==> config.mk <==
export PLATFORM = sky130hd
export DESIGN_NAME = ball_renderer
export DESIGN_NICKNAME = d
export VERILOG_FILES = /design/src/rtl/ball_renderer_pkg.sv /design/src/rtl/ball_renderer_disc_test.sv /design/src/rtl/ball_renderer.sv
export SDC_FILE = /design/constraint.sdc
export NUM_CORES = 1
export LEC_CHECK = 0
export ABC_AREA = 1
export BUFFER_PORTS_ARGS = -buffer_cell sky130_fd_sc_hd__buf_2
export CORE_MARGIN = 3
export CORE_UTILIZATION = 30
export CTS_BUF_LIST = sky130_fd_sc_hd__clkbuf_2
export CTS_CLUSTER_SIZE = 25
export DETAILED_ROUTE_END_ITERATION = 16
export HOLD_SLACK_MARGIN = 0.1
export PLACE_DENSITY_LB_ADDON = 0.12
export REMOVE_ABC_BUFFERS = 1
export SYNTH_ARGS = -nofsm -noshare
export SYNTH_HDL_FRONTEND = slang
export SYNTH_HIERARCHICAL = 1
export SYNTH_SLANG_ARGS = --single-unit
==> constraint.sdc <==
create_clock -name clk_in -period 8.25 [get_ports clk_in]
set_clock_uncertainty 0.05 [all_clocks]
set_input_delay 0.825 -clock clk_in [delete_from_list [all_inputs] [get_ports clk_in]]
set_output_delay 0.825 -clock clk_in [all_outputs]
set_load 0.02 [all_outputs]
==> src/rtl/ball_renderer_pkg.sv <==
// Constants shared between the ball generator and the renderer: the playfield frame,
// the reset centre, the palette and the bounce-flag encodings.
package ball_renderer_pkg;

    localparam logic [9:0] PF_X_MIN   = 10'd143;
    localparam logic [9:0] PF_X_MAX   = 10'd782;
    localparam logic [9:0] PF_Y_MIN   = 10'd33;
    localparam logic [9:0] PF_Y_MAX   = 10'd513;
    localparam logic [9:0] BALL_X_RST = 10'd463;
    localparam logic [9:0] BALL_Y_RST = 10'd273;

    localparam logic [11:0] RGB_BLACK = 12'h000;
    localparam logic [11:0] RGB_WHITE = 12'hFFF;
    localparam logic [11:0] RGB_RED   = 12'hF00;
    localparam logic [11:0] RGB_GREEN = 12'h0F0;

    typedef enum logic [1:0] {
        AXIS_IDLE      = 2'b00,
        AXIS_BOUNCE_LO = 2'b01,
        AXIS_BOUNCE_HI = 2'b10,
        AXIS_FREE      = 2'b11
    } axis_flag_e;

    typedef logic signed [10:0] delta_t;

    // A bounce on either axis restarts the red flash.
    function automatic logic is_bounce(input logic [3:0] f);
        axis_flag_e ax_x;
        axis_flag_e ax_y;
        ax_x = axis_flag_e'(f[3:2]);
        ax_y = axis_flag_e'(f[1:0]);
        return (ax_x == AXIS_BOUNCE_LO) || (ax_x == AXIS_BOUNCE_HI) ||
               (ax_y == AXIS_BOUNCE_LO) || (ax_y == AXIS_BOUNCE_HI);
    endfunction

endpackage

==> src/rtl/ball_renderer_disc_test.sv <==
// Pixel-vs-disc pipeline: register deltas, register squares, then compare; the final
// compare is combinational so the caller's output register forms the third stage.
module disc_test
    import ball_renderer_pkg::*;
#(
    parameter int unsigned     SB_W   = 4,
    parameter logic [SB_W-1:0] SB_RST = '0
) (
    input  logic            clk_in,
    input  logic            rst_n,
    input  logic [9:0]      h_i,
    input  logic [9:0]      v_i,
    input  logic [9:0]      cx_i,
    input  logic [9:0]      cy_i,
    input  logic [3:0]      r_i,
    input  logic [SB_W-1:0] sb_i,
    output logic            in_ball_o,
    output logic [SB_W-1:0] sb_o
);

    delta_t          dx_d, dy_d, dx_q, dy_q;
    logic [3:0]      r1_q;
    logic [9:0]      adx, ady;
    logic [19:0]     dx2_d, dy2_d, dx2_q, dy2_q;
    logic [7:0]      s2_d, s2_q;
    logic [20:0]     dist2;
    logic [SB_W-1:0] sb1_q, sb2_q;

    // One extra bit keeps centres near 0 or 1023 from wrapping into the far edge.
    assign dx_d = $signed({1'b0, h_i}) - $signed({1'b0, cx_i});
    assign dy_d = $signed({1'b0, v_i}) - $signed({1'b0, cy_i});

    assign adx   = dx_q[10] ? 10'(-dx_q) : dx_q[9:0];
    assign ady   = dy_q[10] ? 10'(-dy_q) : dy_q[9:0];
    assign dx2_d = {10'b0, adx} * {10'b0, adx};
    assign dy2_d = {10'b0, ady} * {10'b0, ady};
    assign s2_d  = {4'b0, r1_q} * {4'b0, r1_q};

    assign dist2     = {1'b0, dx2_q} + {1'b0, dy2_q};
    assign in_ball_o = dist2 <= {13'b0, s2_q};
    assign sb_o      = sb2_q;

    always_ff @(posedge clk_in or negedge rst_n) begin
        if (!rst_n) begin
            dx_q  <= '0;
            dy_q  <= '0;
            r1_q  <= '0;
            sb1_q <= SB_RST;
            dx2_q <= '0;
            dy2_q <= '0;
            s2_q  <= '0;
            sb2_q <= SB_RST;
        end else begin
            dx_q  <= dx_d;
            dy_q  <= dy_d;
            r1_q  <= r_i;
            sb1_q <= sb_i;
            dx2_q <= dx2_d;
            dy2_q <= dy2_d;
            s2_q  <= s2_d;
            sb2_q <= sb1_q;
        end
    end

endmodule

==> src/rtl/ball_renderer.sv <==
// Ball renderer: latches the ball state at the end of vertical sync, runs each pixel
// through the disc test and drives 4-bit RGB with syncs aligned to the colour.
module ball_renderer
    import ball_renderer_pkg::*;
#(
    parameter logic [9:0]  X_MIN        = PF_X_MIN,
    parameter logic [9:0]  X_MAX        = PF_X_MAX,
    parameter logic [9:0]  Y_MIN        = PF_Y_MIN,
    parameter logic [9:0]  Y_MAX        = PF_Y_MAX,
    parameter int unsigned FLASH_FRAMES = 8,
    parameter logic [11:0] BG_RGB       = 12'h124
) (
    input  logic       clk_in,
    input  logic       rst_n,
    input  logic [9:0] H_Cnt,
    input  logic [9:0] V_Cnt,
    input  logic       Video_On,
    input  logic       HSync_in,
    input  logic       VSync_in,
    input  logic [9:0] Ball_X,
    input  logic [9:0] Ball_Y,
    input  logic [9:0] Ball_S,
    input  logic [3:0] flag,
    output logic [3:0] VGA_R,
    output logic [3:0] VGA_G,
    output logic [3:0] VGA_B,
    output logic       VGA_HS,
    output logic       VGA_VS
);

    logic       vs_sync_q, vs_prev_q, capture;
    logic [9:0] bx_q, by_q;
    logic [3:0] bs_q, bf_q;
    logic [3:0] flash_d, flash_q;
    logic       border_hit, in_ball;
    logic       von_p, border_p, hs_p, vs_p;
    logic [11:0] rgb_d, rgb_q;
    logic       hs_q, vs_q;
    logic       unused_bits;

    // Only the radius nibble is meaningful; bf is held for observation alongside the counter.
    assign unused_bits = ^{Ball_S[9:4], bf_q};

    // Capture at the end of the sync pulse, a full frame after the generator updated.
    assign capture = vs_sync_q & ~vs_prev_q;

    always_comb begin
        flash_d = flash_q;
        if (is_bounce(flag))
            flash_d = 4'(FLASH_FRAMES);
        else if (flash_q != 4'd0)
            flash_d = flash_q - 4'd1;
    end

    assign border_hit = Video_On && ((H_Cnt == X_MIN) || (H_Cnt == X_MAX) ||
                                     (V_Cnt == Y_MIN) || (V_Cnt == Y_MAX));

    disc_test #(
        .SB_W   (4),
        .SB_RST (4'b0011)
    ) u_disc (
        .clk_in    (clk_in),
        .rst_n     (rst_n),
        .h_i       (H_Cnt),
        .v_i       (V_Cnt),
        .cx_i      (bx_q),
        .cy_i      (by_q),
        .r_i       (bs_q),
        .sb_i      ({Video_On, border_hit, HSync_in, VSync_in}),
        .in_ball_o (in_ball),
        .sb_o      ({von_p, border_p, hs_p, vs_p})
    );

    always_comb begin
        rgb_d = BG_RGB;
        if (!von_p)
            rgb_d = RGB_BLACK;
        else if (in_ball && (flash_q != 4'd0))
            rgb_d = RGB_RED;
        else if (in_ball)
            rgb_d = RGB_WHITE;
        else if (border_p)
            rgb_d = RGB_GREEN;
    end

    always_ff @(posedge clk_in or negedge rst_n) begin
        if (!rst_n) begin
            vs_sync_q <= 1'b1;
            vs_prev_q <= 1'b1;
            bx_q      <= BALL_X_RST;
            by_q      <= BALL_Y_RST;
            bs_q      <= 4'd0;
            bf_q      <= 4'b0000;
            flash_q   <= 4'd0;
            rgb_q     <= RGB_BLACK;
            hs_q      <= 1'b1;
            vs_q      <= 1'b1;
        end else begin
            vs_sync_q <= VSync_in;
            vs_prev_q <= vs_sync_q;
            if (capture) begin
                bx_q    <= Ball_X;
                by_q    <= Ball_Y;
                bs_q    <= Ball_S[3:0];
                bf_q    <= flag;
                flash_q <= flash_d;
            end
            rgb_q <= rgb_d;
            hs_q  <= hs_p;
            vs_q  <= vs_p;
        end
    end

    assign {VGA_R, VGA_G, VGA_B} = rgb_q;
    assign VGA_HS = hs_q;
    assign VGA_VS = vs_q;

endmodule
## Word level (Yosys, flattened, before mapping)

Cells that the tools add are included.

- Bits of input ports: 59
- Bits in writable memories: 0
- Logic and storage cells: 56
- Register bits: 126
- Bits in latches: 0
- Memory bits (read-only): 0
- Memories: 0
- Output and inout port bits: 14

- Multiplexer cells: 8
- Reduce and logical (&&, ||, !) cells: 11
- Multiply operators: 3
- Div/mod/pow operators: 0
- Magnitude comparators: 1
- Bitwise gates (word level): 2
- Shift operators: 0
- Equality and inequality tests: 8
- $add $sub $neg: 6

Operators by type and width:

| cell | number |
|---|---|
| 10-bit by 10-bit multiplier with 20-bit output | 2 |
| 12-bit two-way mux | 3 |
| 10-bit by 10-bit subtractor with 11-bit output | 2 |
| 20-bit by 20-bit adder with 21-bit output | 1 |
| 21-bit by 8-bit <= comparator with 1-bit output | 1 |
| 10-bit equality test, second input constant | 2 |
| 10-bit two-way mux | 2 |
| 10-bit negation | 2 |
| 10-bit by 6-bit equality test with 1-bit output, second input constant | 1 |
| 10-bit by 8-bit equality test with 1-bit output, second input constant | 1 |
| 9-bit two-way mux | 1 |
| 4-bit by 4-bit multiplier with 8-bit output | 1 |
| 4-bit two-way mux | 2 |
| 1-bit logical OR | 6 |
| 2-bit by 1-bit equality test with 1-bit output, second input constant | 2 |
| 2-bit equality test, second input constant | 2 |
| 4-bit nonzero test | 1 |
| 4-bit by 1-bit subtractor with 4-bit output, second input constant | 1 |
| 1-bit logical AND | 2 |
| 2-bit AND reduction | 1 |
| 2-bit nonzero test | 1 |
| 1-bit AND | 1 |
| 1-bit inverter | 1 |

## Logic depth before layout (Yosys ltp)

Gate-level depths: netlist (run 1).

- Depth in word-level cells: 6
- Depth in mapped cells: 28
- Gate-level depth less buffers: 28

## Hierarchy

The synthesis (run 1) kept the hierarchy.

Modules (own cells, without submodules):

| module | times used | area each (um2) | sequential area each (um2) | cells an instance |
|---|---|---|---|---|
| disc_test | 1 | 10581.4 | 1981.9 | 1365 |
| ball_renderer | 1 | 1712.9 | 968.4 | 203 |

## Worst setup path before layout (run 1)

No wires, ideal clock.

- Kind: register -> register
- Start point: reg u_disc.dx_q[0]
- End point: reg u_disc.dx2_q[16]
- Period minus slack after synthesis: 5.599 ns
- Setup time: 0.079 ns
- Arrival time: 5.469 ns
- Setup slack: 2.651 ns
- Cell stages (with the launch flop): 27
- Buffers on the path: 0
- Required time: 8.121 ns
- Path through: dfrtp_1 > clkinv_1 > ha_1 > inv_1 > nor3_2 > nand4_1 > nand2_1 > nand2_1 > nand2_1 > inv_1 > nor2_1 > inv_1 > fa_1 > fa_1 > inv_1 > fa_1 > fa_1 > inv_1 > fa_1 > inv_1 > ha_1 > a21oi_1 > o21ai_0 > nand2_1 > nand4_1 > a31oi_1 > xor2_1

- Longest elaborated chain between the ends: 3

Ends and longest elaborated chain:

| item | line | text |
|---|---|---|
| start, declared | ball_renderer_disc_test.sv:21 | `delta_t dx_d, dy_d, dx_q, dy_q;` |
| start signal, assigned | ball_renderer_disc_test.sv:45 | `dx_q <= '0;` |
| start signal, assigned | ball_renderer_disc_test.sv:54 | `dx_q <= dx_d;` |
| 10-bit negation | ball_renderer_disc_test.sv:33 | `assign adx = dx_q[10] ? 10'(-dx_q) : dx_q[9:0];` |
| 10-bit two-way mux * | ball_renderer_disc_test.sv:33 |  |
| 10-bit by 10-bit multiplier with 20-bit output * | ball_renderer_disc_test.sv:35 | `assign dx2_d = {10'b0, adx} * {10'b0, adx};` |
| via u_disc.dx2_d[16] | ball_renderer_disc_test.sv:24 | `logic [19:0] dx2_d, dy2_d, dx2_q, dy2_q;` |
| end signal, assigned | ball_renderer_disc_test.sv:49 | `dx2_q <= '0;` |
| end signal, assigned | ball_renderer_disc_test.sv:58 | `dx2_q <= dx2_d;` |
| end, declared | ball_renderer_disc_test.sv:24 |  |

The timed path passes the listed nets; every way through them passes the cells marked *.
A chain may end at the register's enable or synchronous reset.

## Worst setup path in the final report (run 1)

- Start point: reg u_disc.dy_q[0]
- End point: reg u_disc.dy2_q[19]

- Longest elaborated chain between the ends: 3

Ends and longest elaborated chain:

| item | line | text |
|---|---|---|
| start, declared | ball_renderer_disc_test.sv:21 |  |
| start signal, assigned | ball_renderer_disc_test.sv:55 | `dy_q <= dy_d;` |
| 10-bit negation | ball_renderer_disc_test.sv:34 | `assign ady = dy_q[10] ? 10'(-dy_q) : dy_q[9:0];` |
| 10-bit two-way mux * | ball_renderer_disc_test.sv:34 |  |
| 10-bit by 10-bit multiplier with 20-bit output * | ball_renderer_disc_test.sv:36 | `assign dy2_d = {10'b0, ady} * {10'b0, ady};` |
| via u_disc.dy2_d[19] | ball_renderer_disc_test.sv:24 |  |
| end signal, assigned | ball_renderer_disc_test.sv:59 | `dy2_q <= dy2_d;` |
| end, declared | ball_renderer_disc_test.sv:24 |  |

Marked as above.

==> flow_metrics.tcl, run 1 <==
set metrics [dict create \
    die_height_um 208.4 \
    ioPinCount 73 \
    critPathLaunchType "flip-flop" \
    synth_warnings 6 \
    clkSlewWorstSetupHoldPaths_ps 200 \
    routed_wire_length_per_instance_um 12.39 \
    post-synth-top-area-fraction_pct 20.15 \
    grt_max_degree 64 \
    detailed_place_hpwl_um 23070 \
    numPlacedInstances 2143 \
    synth.area.top_cells "dfrtp_1, fa_1, ha_1" \
    instances_no_fill 2178 \
    drt_first_pass_iters 7 \
    synth_adder_area_share_pct 30.94 \
    crit_family "adder cells" \
    ys_seq_elements 117 \
    post_synth_instance_area_um2 12290 \
    vias 9489 \
    cts_max_path_buffers 2 \
    netlist_instances 1568 \
    fin_nets 1945 \
    outcome "completed" \
    min-delay-path-class "primary input to async pin" \
    post_route_cells_drive_above_1_share_pct 10.23 \
    yosysMostFrequentCell "nand2_1" \
    synth_ff_type "dfrtp_1" \
    crit_path_max_fanout 8 \
    synth_area_leader_cell "dfrtp_1" \
    synth-simple-area-share_pct 21.93 \
    post_layout_min_period_ps 6480 \
    n_fill_cell 4291 \
    drv.max_cap_violation_count 0 \
    yosysSeqAreaShare_pct 24.00 \
    count_of_flip_flops_with_a_built_in_enable_after_synthesis 0 \
    floorplan.rows 73 \
    initial_core_util_pct 30.66 \
    final-max-slew-violation-count 0 \
    area_of_the_multi_input_gates_um2 7908 \
    die_width_um 208.4 \
    grt_antenna_before_repair 1 \
    area.sequential_um2 2950 \
    cts_inserted_buffers 17 \
    final.setup.tns_ps 0 \
    critical_path_capture_point_type "flip-flop" \
    max-slew-margin-rel_pct 47.67 \
    final_antenna_net_count 0 \
    setup_violations 0 \
    synth_compound_area_share_pct 6.198 \
    synth-async-reset-ratio_pct 100.0 \
    floorplan.core_area_um2 40100 \
    syn-mean-instance-area_um2 7.841 \
    tritoncts "built" \
    synthDistinctLibCells 50 \
    synth_common_cells "nand2_1, inv_1, ha_1, nor2_1, dfrtp_1" \
    finalHoldViolCount 0 \
    max_slew.worst_pin.slew_ps 784.9 \
    routed_wl_um 26980 \
    synthToLayoutAreaGrowth_pct 9.343 \
    grtUsageTotal_pct 12.86 \
    worst_path_max_delay_cell "fa_1" \
    path_common_cell "inv_1" \
    vias_per_cell 4.357 \
    wire_length_of_the_first_global_routing_pass_um 46670 \
    final_weighted_congestion_of_routability_driven_global_placement 0.8346 \
    timing.critical_path.arrival_ps 7020 \
    grt_setup_unrepaired "no" \
    synth_top_family_by_area "adder cells" \
    muxShareOfSynthArea_pct 0 \
    grt_overflow 0 \
    remaining_drc_errors 0 \
    cts_htree_levels 4 \
    postCtsSetupBuffers 0 \
    master_cell_of_the_clock_root_buffer "clkbuf_2" \
    critPathKind "flip-flop to flip-flop" \
    holdWs_ps 148.2 \
    grt_pass1_vias 9790 \
    cp.required_ps 8790 \
    achievable-frequency_mhz 154.3 \
    cts_sinks 117 \
    worst_skew_pair.late_latency_ps 650 \
    critical_path.n_buffers_inverters 8 \
    tcrit_tclk_final_pct 78.55 \
    critical_path.max_stage_delay_ps 550 \
    synthXorXnorAreaFrac_pct 5.251 \
    port_buffers 66 \
    detail_route.iter0.violations 417 \
    floorplan.die_area_um2 43450 \
]
==> routing by layer <==
metal  vias to the layer above  track usage [%]  share of wire (%)
met5                         -                0                  0
met4                         0            2.395               0.87
met3                        12            2.820                4.5
met2                       145            21.27                 46
met1                      4396            17.48                 49
li1                       4936                -                  -
==> final timing paths <==
path / startpoint / to / slack, ps / cells past startpoint
worst max-delay path: u_disc/dy_q[0] / u_disc/dy2_q[19] / 1770 / 27
worst min register to register: u_disc/sb1_q[1] / u_disc/sb_o[1] / 320 / 0
max in group asynchronous: rst_n / u_disc/dx2_q[6] / 6750 / 2
worst min-delay path: rst_n / by_q[5] / 150 / 1
min in group clk_in: Video_On / u_disc/sb1_q[3] / 230 / 1
worst max register to register: u_disc/dy_q[0] / u_disc/dy2_q[19] / 1770 / 27
==> through the flow <==
stage | area, µm² | util, % | setup slack (ps)
CTS | 13440 | 33.52 | 1721
global route | 13440 | 33.53 | 1223
finish | 13440 | 33.53 | 1770
floorplan | 12180 | - | 2640
global placement | 13180 | 32.87 | 1821
detailed placement | 13180 | 32.87 | 1748
==> layout make-up <==
type	instances	share of cell area (%)
Antenna cell	1	0.01862
Multi-Input combinational cell	1081	58.82
Tap cell	525	4.886
Sequential cell	117	21.95
Clock inverter	14	1.117
Timing Repair Buffer	69	2.681
Clock buffer	18	0.6701
Inverter	353	9.857
==> worst register-to-register path: cells and delay by family, from the launching register on <==
| kind | cells | cell delay, ps |
|---|---|---|
| buf+inv | 8 | 950 |
| flops | 1 | 520 |
| compound gates | 2 | 400 |
| simple gates | 9 | 1160 |
| fa+ha+maj | 7 | 3220 |
| xor+xnor | 1 | 110 |
==> flip-flops by register name, indices dropped and copies added, names as in the netlist <==
| name | count |
|---|---|
| by_q | 10 |
| u_disc/dy2_q | 19 |
| u_disc/sb1_q | 4 |
| rgb_q | 6 |
| bs_q | 4 |
| flash_q | 4 |
| u_disc/sb_o | 4 |
| u_disc/r1_q | 4 |
| u_disc/dx2_q | 19 |
| vs_sync_q | 1 |
| bx_q | 10 |
| u_disc/dx_q | 11 |
| vs_prev_q | 1 |
| u_disc/dy_q | 11 |
| VGA_VS | 1 |
| VGA_HS | 1 |
| u_disc/s2_q | 7 |
==> cell families after synthesis <==
group / count (synthesis)
compound gates: 130
xor+xnor: 69
fa+ha+maj: 247
buf+inv: 370
flops: 117
simple gates: 635
==> cell usage in the layout, fill, tap and decap left out, types with 12 or more instances in the layout <==
cell	count
nand2_1	384
inv_1	344
ha_1	152
nor2_1	114
dfrtp_1	99
fa_1	95
buf_2	65
a21oi_1	64
nand3_1	59
xor2_1	45
o21ai_0	24
xnor2_1	20
dfstp_2	18
nand2_2	18
clkbuf_2	18
nand4_1	14
nand3b_1	12
==> repair_timing <==
action,CTS,global route
gates resized for setup,0,0
endpoints found under the hold margin,2,0
hold buffers,2,0
Power of run 1 is left out: the tool's default activity adds up to more than one toggle a clock period on the data nets, which glitch-free logic cannot reach.
==> run 2: changes to the inputs <==
Clock period 8.25 ns to 6.3 ns, I/O delays scaled along.
==> run 2 against run 1 <==
Compared with the run above:
- register-to-register slack got worse by 1300 ps
- core utilization grew 0.96 points
- flip-flop and latch count unchanged
- via count up 0.97%
- non-clock buffer count up 39
- critical path depth unchanged
- sequential share of layout area is 0.60 points lower
- routed wire length is 0.26% higher
- design area up 2.9%
- clock-buffer cell count stayed put
- first-iteration DRC count rose by 17%
- global-route usage about the same
- largest cell class unchanged
==> flow_metrics.tcl, run 2 (synthesis results as in run 1) <==
set metrics [dict create \
    outcome "completed" \
    grtUsageTotal_pct 12.88 \
    cts_max_path_buffers 2 \
    tritoncts "built" \
    drv.max_cap_violation_count 0 \
    final_antenna_net_count 0 \
    die_height_um 208.4 \
    worstReg2RegStart "u_disc/dy_q[1]" \
    floorplan.rows 73 \
    finalHoldViolCount 0 \
    initial_core_util_pct 30.66 \
    detail_route.iter0.violations 488 \
    final-max-slew-violation-count 0 \
    routed_wire_length_per_instance_um 12.20 \
    worst_skew_pair.late_latency_ps 650 \
    achievable-frequency_mhz 172.1 \
    grt_pass1_vias 9709 \
    reg2regPathDepth 27 \
    cts_inserted_buffers 17 \
    n_fill_cell 4242 \
    hold-path-endpoint "u_disc/dx_q[10]" \
    grt_overflow 0 \
    drt_first_pass_iters 5 \
    detailed_place_hpwl_um 22940 \
    layout_commonest_cell "nand2_1" \
    worst_hold_startpoint "H_Cnt[9]" \
    cp.required_ps 6850 \
    vias 9581 \
    slack_of_the_worst_reg_to_reg_path_ps 490 \
    crit_path_max_fanout 5 \
    grt_setup_unrepaired "no" \
    max-slew-margin-rel_pct 50.33 \
    wire_length_of_the_first_global_routing_pass_um 46460 \
    final_weighted_congestion_of_routability_driven_global_placement 0.8194 \
    grt_antenna_before_repair 1 \
    fin_nets 1984 \
    port_buffers 66 \
    cts_sinks 117 \
    final.setup.tns_ps 0 \
    die_width_um 208.4 \
    vias_per_cell 4.322 \
    floorplan.die_area_um2 43450 \
    min-delay-path-class "primary input to flip-flop" \
    critPathLaunchType "flip-flop" \
    layout.cells.most_common_list "nand2_1, inv_1, ha_1" \
    routed_wl_um 27050 \
    synthToLayoutAreaGrowth_pct 12.48 \
    post_route_cells_drive_above_1_share_pct 10.88 \
    setup_violations 0 \
    critical_path_capture_point_type "flip-flop" \
    top_regs "u_disc/dx2_q (19), u_disc/dy2_q (19)" \
    reg_to_reg_endpoint "u_disc/dy2_q[19]" \
    worstHoldPathCells 3 \
    remaining_drc_errors 0 \
    clkSlewWorstSetupHoldPaths_ps 190 \
    grt_max_degree 61 \
    timing.critical_path.arrival_ps 6360 \
    ioPinCount 73 \
    cts_htree_levels 4 \
    master_cell_of_the_clock_root_buffer "clkbuf_2" \
    post_layout_min_period_ps 5810 \
    critPathKind "flip-flop to flip-flop" \
    tcrit_tclk_final_pct 92.23 \
    max_slew.worst_pin.slew_ps 745.0 \
    floorplan.core_area_um2 40100 \
    holdWs_ps 241.1 \
]
==> run 2: how the worst max path moves through the flow <==
stage | startpoint | cells after the start | end | slack (ps)
floorplan | u_disc/dx_q[0] | 25 | u_disc/dx2_q[16] | 690
global placement | u_disc/dx_q[0] | 26 | u_disc/dx2_q[16] | 440
detailed placement | u_disc/dx_q[0] | 26 | u_disc/dx2_q[16] | 350
CTS | u_disc/dx_q[0] | 26 | u_disc/dx2_q[16] | 350
global route | u_disc/dy_q[1] | 27 | u_disc/dy2_q[19] | 5
finish | u_disc/dy_q[1] | 27 | u_disc/dy2_q[19] | 490
==> run 2: area by class of cell <==
class,count,area [µm²],share of cell area [%]
multi-input combinational,1081,7910,57.20
sequential,117,2952,21.34
inverter,353,1325,9.582
timing repair buffer,108,718.2,5.194
tap,525,656.9,4.750
clock inverter,14,173.9,1.258
clock buffer,18,90.09,0.6515
antenna,1,2.502,0.01810
==> run 2: critical path, stage by stage (launching register included) <==
cell	delay [ps]
dfrtp_1	440
inv_1	80
ha_1	180
nand2_2	70
inv_1	90
nand4_1	130
nand2_1	90
nand2_1	50
nand2_1	80
inv_1	130
nor2_1	210
inv_1	90
fa_1	490
fa_1	560
inv_1	60
fa_1	500
fa_1	550
inv_1	60
fa_1	530
inv_1	40
ha_1	360
nand2_1	120
nor2_1	150
inv_1	70
o21ai_0	280
a21oi_1	110
nand2_1	90
xnor2_1	110
==> run 2: what timing repair did <==
action                                  CTS  global route
endpoints found under the setup margin    0             3
setup buffers                             0             0
resized for setup                         0             2
hold endpoints to repair                 74             0
hold buffers                             28             0
==> run 2: per-layer routing <==
layer | share of wire, % | global-route usage [%]
met1 | 50 | 17.81
met2 | 45 | 21.38
met3 | 3.7 | 2.413
met4 | 0.78 | 2.139
met5 | 0 | 0
==> run 2: stage by stage <==
step                std cells  area, µm²  util [%]  worst slack, ps
CTS                      2216      13820     34.47            346.0
finish                   2217      13830     34.49            489.6
global route             2217      13830     34.49            5.378
floorplan                1551      12180         -            690.3
global placement         2156      13280     33.11            444.7
detailed placement       2156      13280     33.11            353.5
Power of run 2 is left out for the same reason.
